File: config.mk
export PLATFORM = sky130hd
export DESIGN_NAME = mem_arbiter
export DESIGN_NICKNAME = d
export VERILOG_FILES = /design/src/rtl/mem_arbiter_pkg.sv /design/src/rtl/mem_arbiter_sat_counter.sv /design/src/rtl/mem_arbiter.sv
export SDC_FILE = /design/constraint.sdc
export NUM_CORES = 1
export LEC_CHECK = 0
export CAP_MARGIN = 10
export CORE_AREA = 5 5 101 103
export DETAILED_ROUTE_END_ITERATION = 8
export DIE_AREA = 0 0 106 108
export GPL_TIMING_DRIVEN = 0
export PLACE_DENSITY = 0.78
export SLEW_MARGIN = 0
export SYNTH_ARGS = -nofsm -noshare
export SYNTH_HDL_FRONTEND = slang
export SYNTH_SLANG_ARGS = --single-unit
File: constraint.sdc
create_clock -name CLK -period 6.1 [get_ports CLK]
set_input_delay 1.22 -clock CLK [delete_from_list [all_inputs] [get_ports CLK]]
set_output_delay 1.22 -clock CLK [all_outputs]
set_load 0.01 [all_outputs]
File: src/rtl/mem_arbiter_pkg.sv
// Shared types and defaults for the unified-RAM arbiter.
package mem_arbiter_pkg;

  // RAM handshake state returned by the RAM model.
  typedef logic [1:0] ramstate_t;
  localparam ramstate_t RAM_FREE   = 2'd0;
  localparam ramstate_t RAM_BUSY   = 2'd1;
  localparam ramstate_t RAM_ACCESS = 2'd2;
  localparam ramstate_t RAM_ERROR  = 2'd3;

  // Arbiter ownership state; the registered state is the current owner.
  typedef logic [1:0] arb_state_t;
  localparam arb_state_t ARB_IDLE    = 2'd0;
  localparam arb_state_t ARB_SERVE_I = 2'd1;
  localparam arb_state_t ARB_SERVE_D = 2'd2;

  // Default limits.
  localparam int STARVE_LIMIT_DEF = 4;
  localparam int TIMEOUT_DEF      = 255;
  localparam int CW_DEF           = 8;

endpackage

File: src/rtl/mem_arbiter_sat_counter.sv
// Saturating up-counter with synchronous clear; used for timeout and starvation tracking.
module sat_counter #(
  parameter int CW = 8
) (
  input  logic          i_clk,
  input  logic          i_rst,
  input  logic          i_clr,
  input  logic          i_inc,
  output logic [CW-1:0] o_cnt
);

  logic [CW-1:0] r_cnt;

  // Clear has priority over increment; the count holds at all-ones.
  always_ff @(posedge i_clk) begin
    if (i_rst) begin
      r_cnt <= '0;
    end else if (i_clr) begin
      r_cnt <= '0;
    end else if (i_inc && (r_cnt != '1)) begin
      r_cnt <= r_cnt + 1'b1;
    end
  end

  assign o_cnt = r_cnt;

endmodule

File: src/rtl/mem_arbiter.sv
// Arbiter for the single RAM port shared by instruction fetch and data access.
// Data has priority; a starvation counter forces fetch after repeated data
// grants, and a timeout counter forces completion of a stuck request.
module mem_arbiter
  import mem_arbiter_pkg::*;
#(
  parameter int STARVE_LIMIT = STARVE_LIMIT_DEF,
  parameter int TIMEOUT      = TIMEOUT_DEF,
  parameter int CW           = CW_DEF
) (
  input  logic        CLK,
  input  logic        RST,
  input  logic        iREN,
  input  logic [31:0] iaddr,
  output logic [31:0] iload,
  output logic        iwait,
  input  logic        dREN,
  input  logic        dWEN,
  input  logic [31:0] daddr,
  input  logic [31:0] dstore,
  output logic [31:0] dload,
  output logic        dwait,
  output logic        ramREN,
  output logic        ramWEN,
  output logic [31:0] ramaddr,
  output logic [31:0] ramstore,
  input  logic [31:0] ramload,
  input  logic [1:0]  ramstate,
  output logic        mem_err
);

  arb_state_t    r_state;
  arb_state_t    w_next;
  logic          r_mem_err;
  logic [CW-1:0] w_tcnt;
  logic [CW-1:0] w_scnt;

  logic w_d_req, w_serving, w_owner_req, w_access, w_error;
  logic w_timeout, w_done, w_fail, w_abort, w_starved;
  logic w_t_clr, w_t_inc, w_s_clr, w_s_inc;

  assign w_d_req     = dREN | dWEN;
  assign w_serving   = (r_state == ARB_SERVE_I) || (r_state == ARB_SERVE_D);
  assign w_owner_req = ((r_state == ARB_SERVE_I) && iREN) ||
                       ((r_state == ARB_SERVE_D) && w_d_req);
  assign w_access    = (ramstate == RAM_ACCESS);
  assign w_error     = (ramstate == RAM_ERROR);
  // The count lags the serve cycle by one, so the TIMEOUT-th serve cycle sees TIMEOUT-1.
  assign w_timeout   = (int'(w_tcnt) + 1) >= TIMEOUT;
  assign w_done      = w_owner_req && (w_access || w_error || w_timeout);
  // A simultaneous ACCESS wins over a timeout: the data is good.
  assign w_fail      = w_done && !w_access;
  // Owner withdrew its request (pipeline flush): release the port silently.
  assign w_abort     = w_serving && !w_owner_req;
  assign w_starved   = iREN && (int'(w_scnt) >= STARVE_LIMIT);

  assign w_t_clr = (r_state == ARB_IDLE) && (w_next != ARB_IDLE);
  assign w_t_inc = w_owner_req && !w_access && !w_error;
  assign w_s_inc = (r_state == ARB_SERVE_D) && w_done && iREN;
  assign w_s_clr = ((r_state == ARB_SERVE_I) && w_done) ||
                   ((r_state == ARB_SERVE_D) && w_done && !iREN);

  sat_counter #(.CW(CW)) u_timeout (
    .i_clk (CLK),
    .i_rst (RST),
    .i_clr (w_t_clr),
    .i_inc (w_t_inc),
    .o_cnt (w_tcnt)
  );

  sat_counter #(.CW(CW)) u_starve (
    .i_clk (CLK),
    .i_rst (RST),
    .i_clr (w_s_clr),
    .i_inc (w_s_inc),
    .o_cnt (w_scnt)
  );

  // Next owner: every serve returns through IDLE so a held request is never re-granted stale.
  always_comb begin
    w_next = r_state;
    case (r_state)
      ARB_IDLE: begin
        if (w_d_req && !w_starved) begin
          w_next = ARB_SERVE_D;
        end else if (iREN) begin
          w_next = ARB_SERVE_I;
        end else begin
          w_next = ARB_IDLE;
        end
      end
      ARB_SERVE_I, ARB_SERVE_D: begin
        if (w_done || w_abort) begin
          w_next = ARB_IDLE;
        end
      end
      default: w_next = ARB_IDLE;
    endcase
  end

  // RAM port mux and requester handshake, driven straight from the owner's request.
  always_comb begin
    ramREN   = 1'b0;
    ramWEN   = 1'b0;
    ramaddr  = '0;
    ramstore = '0;
    iwait    = 1'b1;
    dwait    = 1'b1;
    iload    = '0;
    dload    = '0;
    case (r_state)
      ARB_SERVE_I: begin
        ramREN  = iREN;
        ramaddr = iaddr;
        if (w_done) begin
          iwait = 1'b0;
          iload = w_access ? ramload : 32'h0;
        end
      end
      ARB_SERVE_D: begin
        ramREN   = dREN;
        ramWEN   = dWEN;
        ramaddr  = daddr;
        ramstore = dstore;
        if (w_done) begin
          dwait = 1'b0;
          dload = w_access ? ramload : 32'h0;
        end
      end
      default: ;
    endcase
  end

  // Owner register and sticky error flag.
  always_ff @(posedge CLK) begin
    if (RST) begin
      r_state   <= ARB_IDLE;
      r_mem_err <= 1'b0;
    end else begin
      r_state <= w_next;
      if (w_fail) begin
        r_mem_err <= 1'b1;
      end
    end
  end

  assign mem_err = r_mem_err;

endmodule

==> metrics.txt, run 1 <==
outcome completed; Fin Hold WS 481 ps; Async SR Flop Fraction 0%; H-tree depth 1; Hold-fix buffers, CTS 0; initial core utilization 27.2%; clock-pin transition on the worst setup and hold timing paths 80 ps; peak supply drop 115 uV; pre-CTS WS 1270 ps; clock latency on the worst-skew pair 260 ps; I/O Buffers 266; Cell Area, Synth 2480 um2; mean routed wirelength per cell 17.9 um; Routability Congestion 0.869; top-level port count 268; Setup crit end kind output pin; fin cells 736; slack of the critical path ~1200 ps; post-synthesis sequential area ratio between 10% and 20%; # diodes 0; Starting DRT DRC Count 171; Worst Path Arrival ~3600 ps; TritonRoute pass-1 iters 4; Lkg Pwr 2.04 nW; fin crit share 79.5%; Util after Layout between 50% and 60%; Ys Warns 0; DP Cell Count approximately 730; met2 Use GR 38.5%; Core ar. 9110 um2; Num CTS Buffers 3; nets@finish 769; Area Overhead vs Synth 115%; net switching power 0.143 mW; Remaining Overflow, GRT 0; commonest cells after routing, fill and taps aside clkdlybuf4s50_1, and3_1, and2_1, nor2b_1, a22oi_1; register bit total from synthesis 19; met1 Usage GRT 25.1%; Reg power frac 27.8%; Final Power about 0.46 mW; clk buf depth 2; crit path time final 4850 ps; Distinct cells, synth 48; Net Sw Frac 30.9%; Cells after Synth 355; Post-synth top flop dfxtp_1; EDFF count, synth 0; Tot GR Track Use about a fifth; number of routed nets with antenna violations 0; vias in the first global route 3520; GR Layer Usage met3 5.55%; Root Buffer clkbuf_8; sequential cell area 380 um2; Fmax approximately 210 MHz; first-pass GRT wire length 19500 um; final hold violation count 0; startpoint types primary input; total internal power 0.319 mW; # Max-Cap Violations 0; Crit path required time 4880 ps; multi-input logic area 1910 um2; clock skew roughly 3.3 ps; Fill cells 851; dpl hpwl 11200 um; worst-path fanout max 10; CTS sink count 19; initial antenna violation count 0; CTS tree built; Hold WC Path Type flip-flop to flip-flop; Rel. slew slack 59.1%; Detailed Route WL 13200 um; Sum Neg Setup Slack 0 ps; # DRC 0; Syn Nets roughly 500; RSZ-0062 raised after global routing no; Die Wd 106 um; row cnt 35; Cell Pwr Density between 80 and 90 nW/um2; setup repair bufs after CTS 0; die area 11400 um2; Final Max Slew Viols 0; Die Y ~110 um; GR peak layer met2; layout cell share with drive strength beyond 1 3.20%; Logic pwr share 52.1%; clock power share 20.2%; most common cell after layout, fill and taps aside clkdlybuf4s50_1; post-layout instance area 5320 um2; Avg Cell Area, Syn around 7 um2; setup-violating endpoint count in the final report 0; Area after DPL 5280 um2; total number of vias 3645; Post-CTS Resized 0; Worst-Margin Slew 612 ps; Via density roughly 5.0; kind of critical path primary input to output pin; largest net degree at the start of global routing 12
## cell usage after synthesis (2+ instances only)
library cell	n	area, um2
and3_1	68	425
and2_1	35	219
nor2b_1	34	213
a22oi_1	32	240
clkbuf_1	27	101
a21oi_1	21	105
dfxtp_1	19	380
nand2_1	18	67.6
ha_1	8	100
inv_1	8	30.0
nand3_1	7	35.0
nor2_1	7	26.3
o21ai_0	6	30.0
nand4_1	5	31.3
or4_1	5	37.5
buf_2	4	20.0
o31ai_1	4	30.0
a21boi_0	3	22.5
nor4_1	3	18.8
xnor2_1	3	26.3
a41oi_1	2	17.5
and4_1	2	17.5
buf_4	2	15.0
nor3_1	2	10.0
o2111ai_1	2	17.5
o211ai_1	2	15.0
o21a_4	2	30.0
o21ai_1	2	10.0
o21bai_1	2	15.0
xor2_1	2	17.5
## worst max-delay path, stage by stage
cell and delay [ps]:
clkdlybuf4s50_1 540, a31oi_1 110, o21ai_1 230, and3_1 200, buf_2 170, clkbuf_1 330
and3_1 260, clkdlybuf4s50_1 560
## path summary, 6_finish.rpt
path	cells after the start	slack, ps	endpoint	startpoint
worst max register to register	9	3460	u_timeout.o_cnt[5]	r_state[1]
worst max-delay path	8	1250	iload[18]	ramstate[1]
worst min-delay path	2	480	mem_err	mem_err
worst min register to register	2	480	mem_err	mem_err
## routing by layer
metal | vias to the layer above | wire length (um) | share of wire (%)
li1 | 1827 | - | -
met2 | 111 | 7040 | 54
met3 | 16 | 788 | 6.0
met5 | - | 0 | 0
met4 | 0 | 197 | 1.5
met1 | 1691 | 5130 | 39
## state kept, by name, indices dropped and copies added, names as in the netlist
signal / count
mem_err: 1
r_state: 2
u_starve.o_cnt: 8
u_timeout.o_cnt: 8
## cell families after synthesis
logic type / after synthesis / synth area share (%)
xor+xnor: 5 / 1.77
mux: 1 / 0.404
simple gates: 193 / 46.9
compound gates: 85 / 24.1
flops: 19 / 15.4
buf+inv: 44 / 7.48
fa+ha+maj: 8 / 4.04
## power groups by stage
stage | clock [mW] | combinational, mW | sequential [mW]
after floorplan | 0 | 0.0839 | 0.131
after global placement | 0 | 0.236 | 0.131
after detailed placement | 0 | 0.239 | 0.131
after CTS | 0.0941 | 0.241 | 0.128
after global routing | 0.0995 | 0.259 | 0.128
final | 0.0931 | 0.240 | 0.128
## area by class of cell
class | instances | area share, %
Buffer | 35 | 2.84
Clock buffer | 3 | 0.776
Clock inverter | 1 | 0.0940
Inverter | 9 | 0.635
Multi-Input combinational cell | 292 | 35.9
Sequential cell | 19 | 7.14
Tap cell | 111 | 2.61
Timing Repair Buffer | 266 | 50.0
Note: power is estimated with default switching activity, not from simulation.
==> run 2, diff against run 1 <==
--- a/config.mk
+++ b/config.mk
@@ -6,11 +6,11 @@
 export NUM_CORES = 1
 export LEC_CHECK = 0
 export CAP_MARGIN = 10
-export CORE_AREA = 5 5 101 103
+export CORE_AREA = 5 5 102 104
 export DETAILED_ROUTE_END_ITERATION = 8
-export DIE_AREA = 0 0 106 108
+export DIE_AREA = 0 0 107 109
 export GPL_TIMING_DRIVEN = 0
-export PLACE_DENSITY = 0.78
+export PLACE_DENSITY = 0.77
 export SLEW_MARGIN = 0
 export SYNTH_ARGS = -nofsm -noshare
 export SYNTH_HDL_FRONTEND = slang
==> constraint.sdc (replaced) <==
create_clock -name CLK -period 4.55 [get_ports CLK]
set_input_delay 0.91 -clock CLK [delete_from_list [all_inputs] [get_ports CLK]]
set_output_delay 0.91 -clock CLK [all_outputs]
set_load 0.01 [all_outputs]
==> metrics.txt, run 2 (synthesis results as in run 1) <==
Tot GR Track Use 20.5%; CP top delay family buffers and inverters; Num CTS Buffers 3; final hold violation count 0; I/O Buffers approximately 270; clock latency on the worst-skew pair 260 ps; Hold Path Depth 2; CTS sink count 19; flop2flop setup slack 2030 ps; Starting DRT DRC Count approximately 160; top-level port count 268; Hold-fix buffers, CTS 0; CP cell instances ha_1, buf_4, nand2_1, a2bb2oi_1, o21a_4, o21ai_1, and3_1, buf_2, clkbuf_1, and3_1, clkdlybuf4s50_1; Util after Layout 56.3%; total stage count of the critical path 11; Rel. slew slack 58.8%; Via density 4.92; initial core utilization a little over a quarter; Crit path top cell by count and3_1; Worst-Margin Slew 617 ps; Cell Pwr Density 116 nW/um2; CTS tree built; WL met3 732 um; Die Y 109 um; Detailed Route WL 13200 um; vias in the first global route 3515; mean routed wirelength per cell roughly 18 um; outcome completed; dpl hpwl between 10000 and 15000 um; layout cell share with drive strength beyond 1 between 3 and 4%; Sum Neg Setup Slack 0 ps; H-tree depth 1; Routability Congestion between 0.8 and 0.9; Final Power 0.616 mW; reg2reg path depth 10; die area 11700 um2; crit path buf inv count 4; top layer reached by signal wires met4; first-pass GRT wire length between 15000 and 20000 um; Fmax 235 MHz; RSZ-0062 raised after global routing no; pre-CTS WS 376 ps; peak supply drop roughly 70 uV; # diodes 0; Final Max Slew Viols 0; Worst Path Arrival 3340 ps; slack of the critical path 299 ps; Area Overhead vs Synth 115%; kind of critical path flip-flop to output pin; Root Buffer clkbuf_8; worst-path fanout max 10; fin crit share between 90 and 100%; met2 wire len 6990 um; Remaining Overflow, GRT 0; Die Wd around 110 um; TritonRoute pass-1 iters 5; startpoint types flip-flop; clk buf depth 2; most common cell after layout, fill and taps aside clkdlybuf4s50_1; setup repair bufs after CTS 0; nets@finish 769; Post-CTS Resized 0; Hold WC Path Type flip-flop to flip-flop; clock skew 6.64 ps; Crit path required time 3640 ps; clock-pin transition on the worst setup and hold timing paths 80 ps; # DRC 0; Setup crit end kind output pin; crit-path max cell delay 550 ps; Fill cells 880; number of routed nets with antenna violations 0; total number of vias 3636; # Max-Cap Violations 0; setup-violating endpoint count in the final report 0; row cnt 36; length of routed wiring on met1 around 5300 um; commonest cells after routing, fill and taps aside clkdlybuf4s50_1, and3_1, and2_1, nor2b_1, a22oi_1; Crit-path slowest cell clkdlybuf4s50_1; crit path time final 4250 ps; Lkg Pwr 2.04 nW; Core ar. 9460 um2; largest net degree at the start of global routing 12; initial antenna violation count 0
run 2: cell counts in the layout (fill, tap and decap cells not counted):
No cell type changed its count.
run 2: power by group:
part / internal (mW) / switching [mW]
registers: 0.169 / 0.00342
clock network: 0.0610 / 0.0607
logic: 0.198 / 0.125
run 2: cell type report:
class | count | area [um2] | area share, %
repair buffers | 266 | 2660 | 50.0
well taps | 114 | 143 | 2.68
clock buffers | 3 | 41.3 | 0.775
flip-flops and latches | 19 | 380 | 7.14
plain buffers | 35 | 151 | 2.84
clock inverters | 1 | 5.00 | 0.0939
inverters | 9 | 33.8 | 0.634
multi-input cells | 292 | 1910 | 35.9
run 2: path summary, 6_finish.rpt:
check	start	end
max	u_timeout.o_cnt[0]	iload[22]
min	u_starve.o_cnt[7]	u_starve.o_cnt[7]
min reg2reg	u_starve.o_cnt[7]	u_starve.o_cnt[7]
max reg2reg	r_state[1]	u_timeout.o_cnt[3]
run 2: layer usage:
metal / vias to the layer above / global-route usage, %
li1: 1825 / -
met1: 1686 / 25.2
met2: 111 / 37.3
met3: 14 / 4.97
met4: 0 / 2.56
met5: - / 0
run 2: worst register-to-register path, delay by kind of cell (launching register included):
family / cells / cell delay (ps)
AO/OA/AOI/OAI: 3 / 650
adder cells (fa/ha/maj): 1 / 140
buffers and inverters: 3 / 550
flip-flops: 1 / 360
AND/OR/NAND/NOR: 3 / 700
run 2: per-stage QoR:
| stage | area (um2) | cells | hold slack (ps) |
|---|---|---|---|
| 2_1_floorplan | 2480 | 355 | 461 |
| 3_3_place_gp | 5280 | 735 | 480 |
| 3_5_place_dp | 5280 | 735 | 489 |
| 4_1_cts | 5330 | 739 | 500 |
| 5_1_grt | 5330 | 739 | 531 |
| 6_report | 5330 | 739 | 503 |
==> run 3, diff against run 2 <==
==> constraint.sdc (replaced) <==
create_clock -name CLK -period 4.55 [get_ports CLK]
set_input_delay 0.91 -clock CLK [delete_from_list [all_inputs] [get_ports CLK]]
set_output_delay 0.91 -clock CLK [all_outputs]
set_load 0.005 [all_outputs]
==> results of run 3 <==
Same layout as run 2 (identical final DEF). Status: completed.
Main changes from that run: setup slack after placement 376 ps -> 406 ps; setup slack after layout 299 ps -> 334 ps; total power 0.616 mW -> 0.604 mW
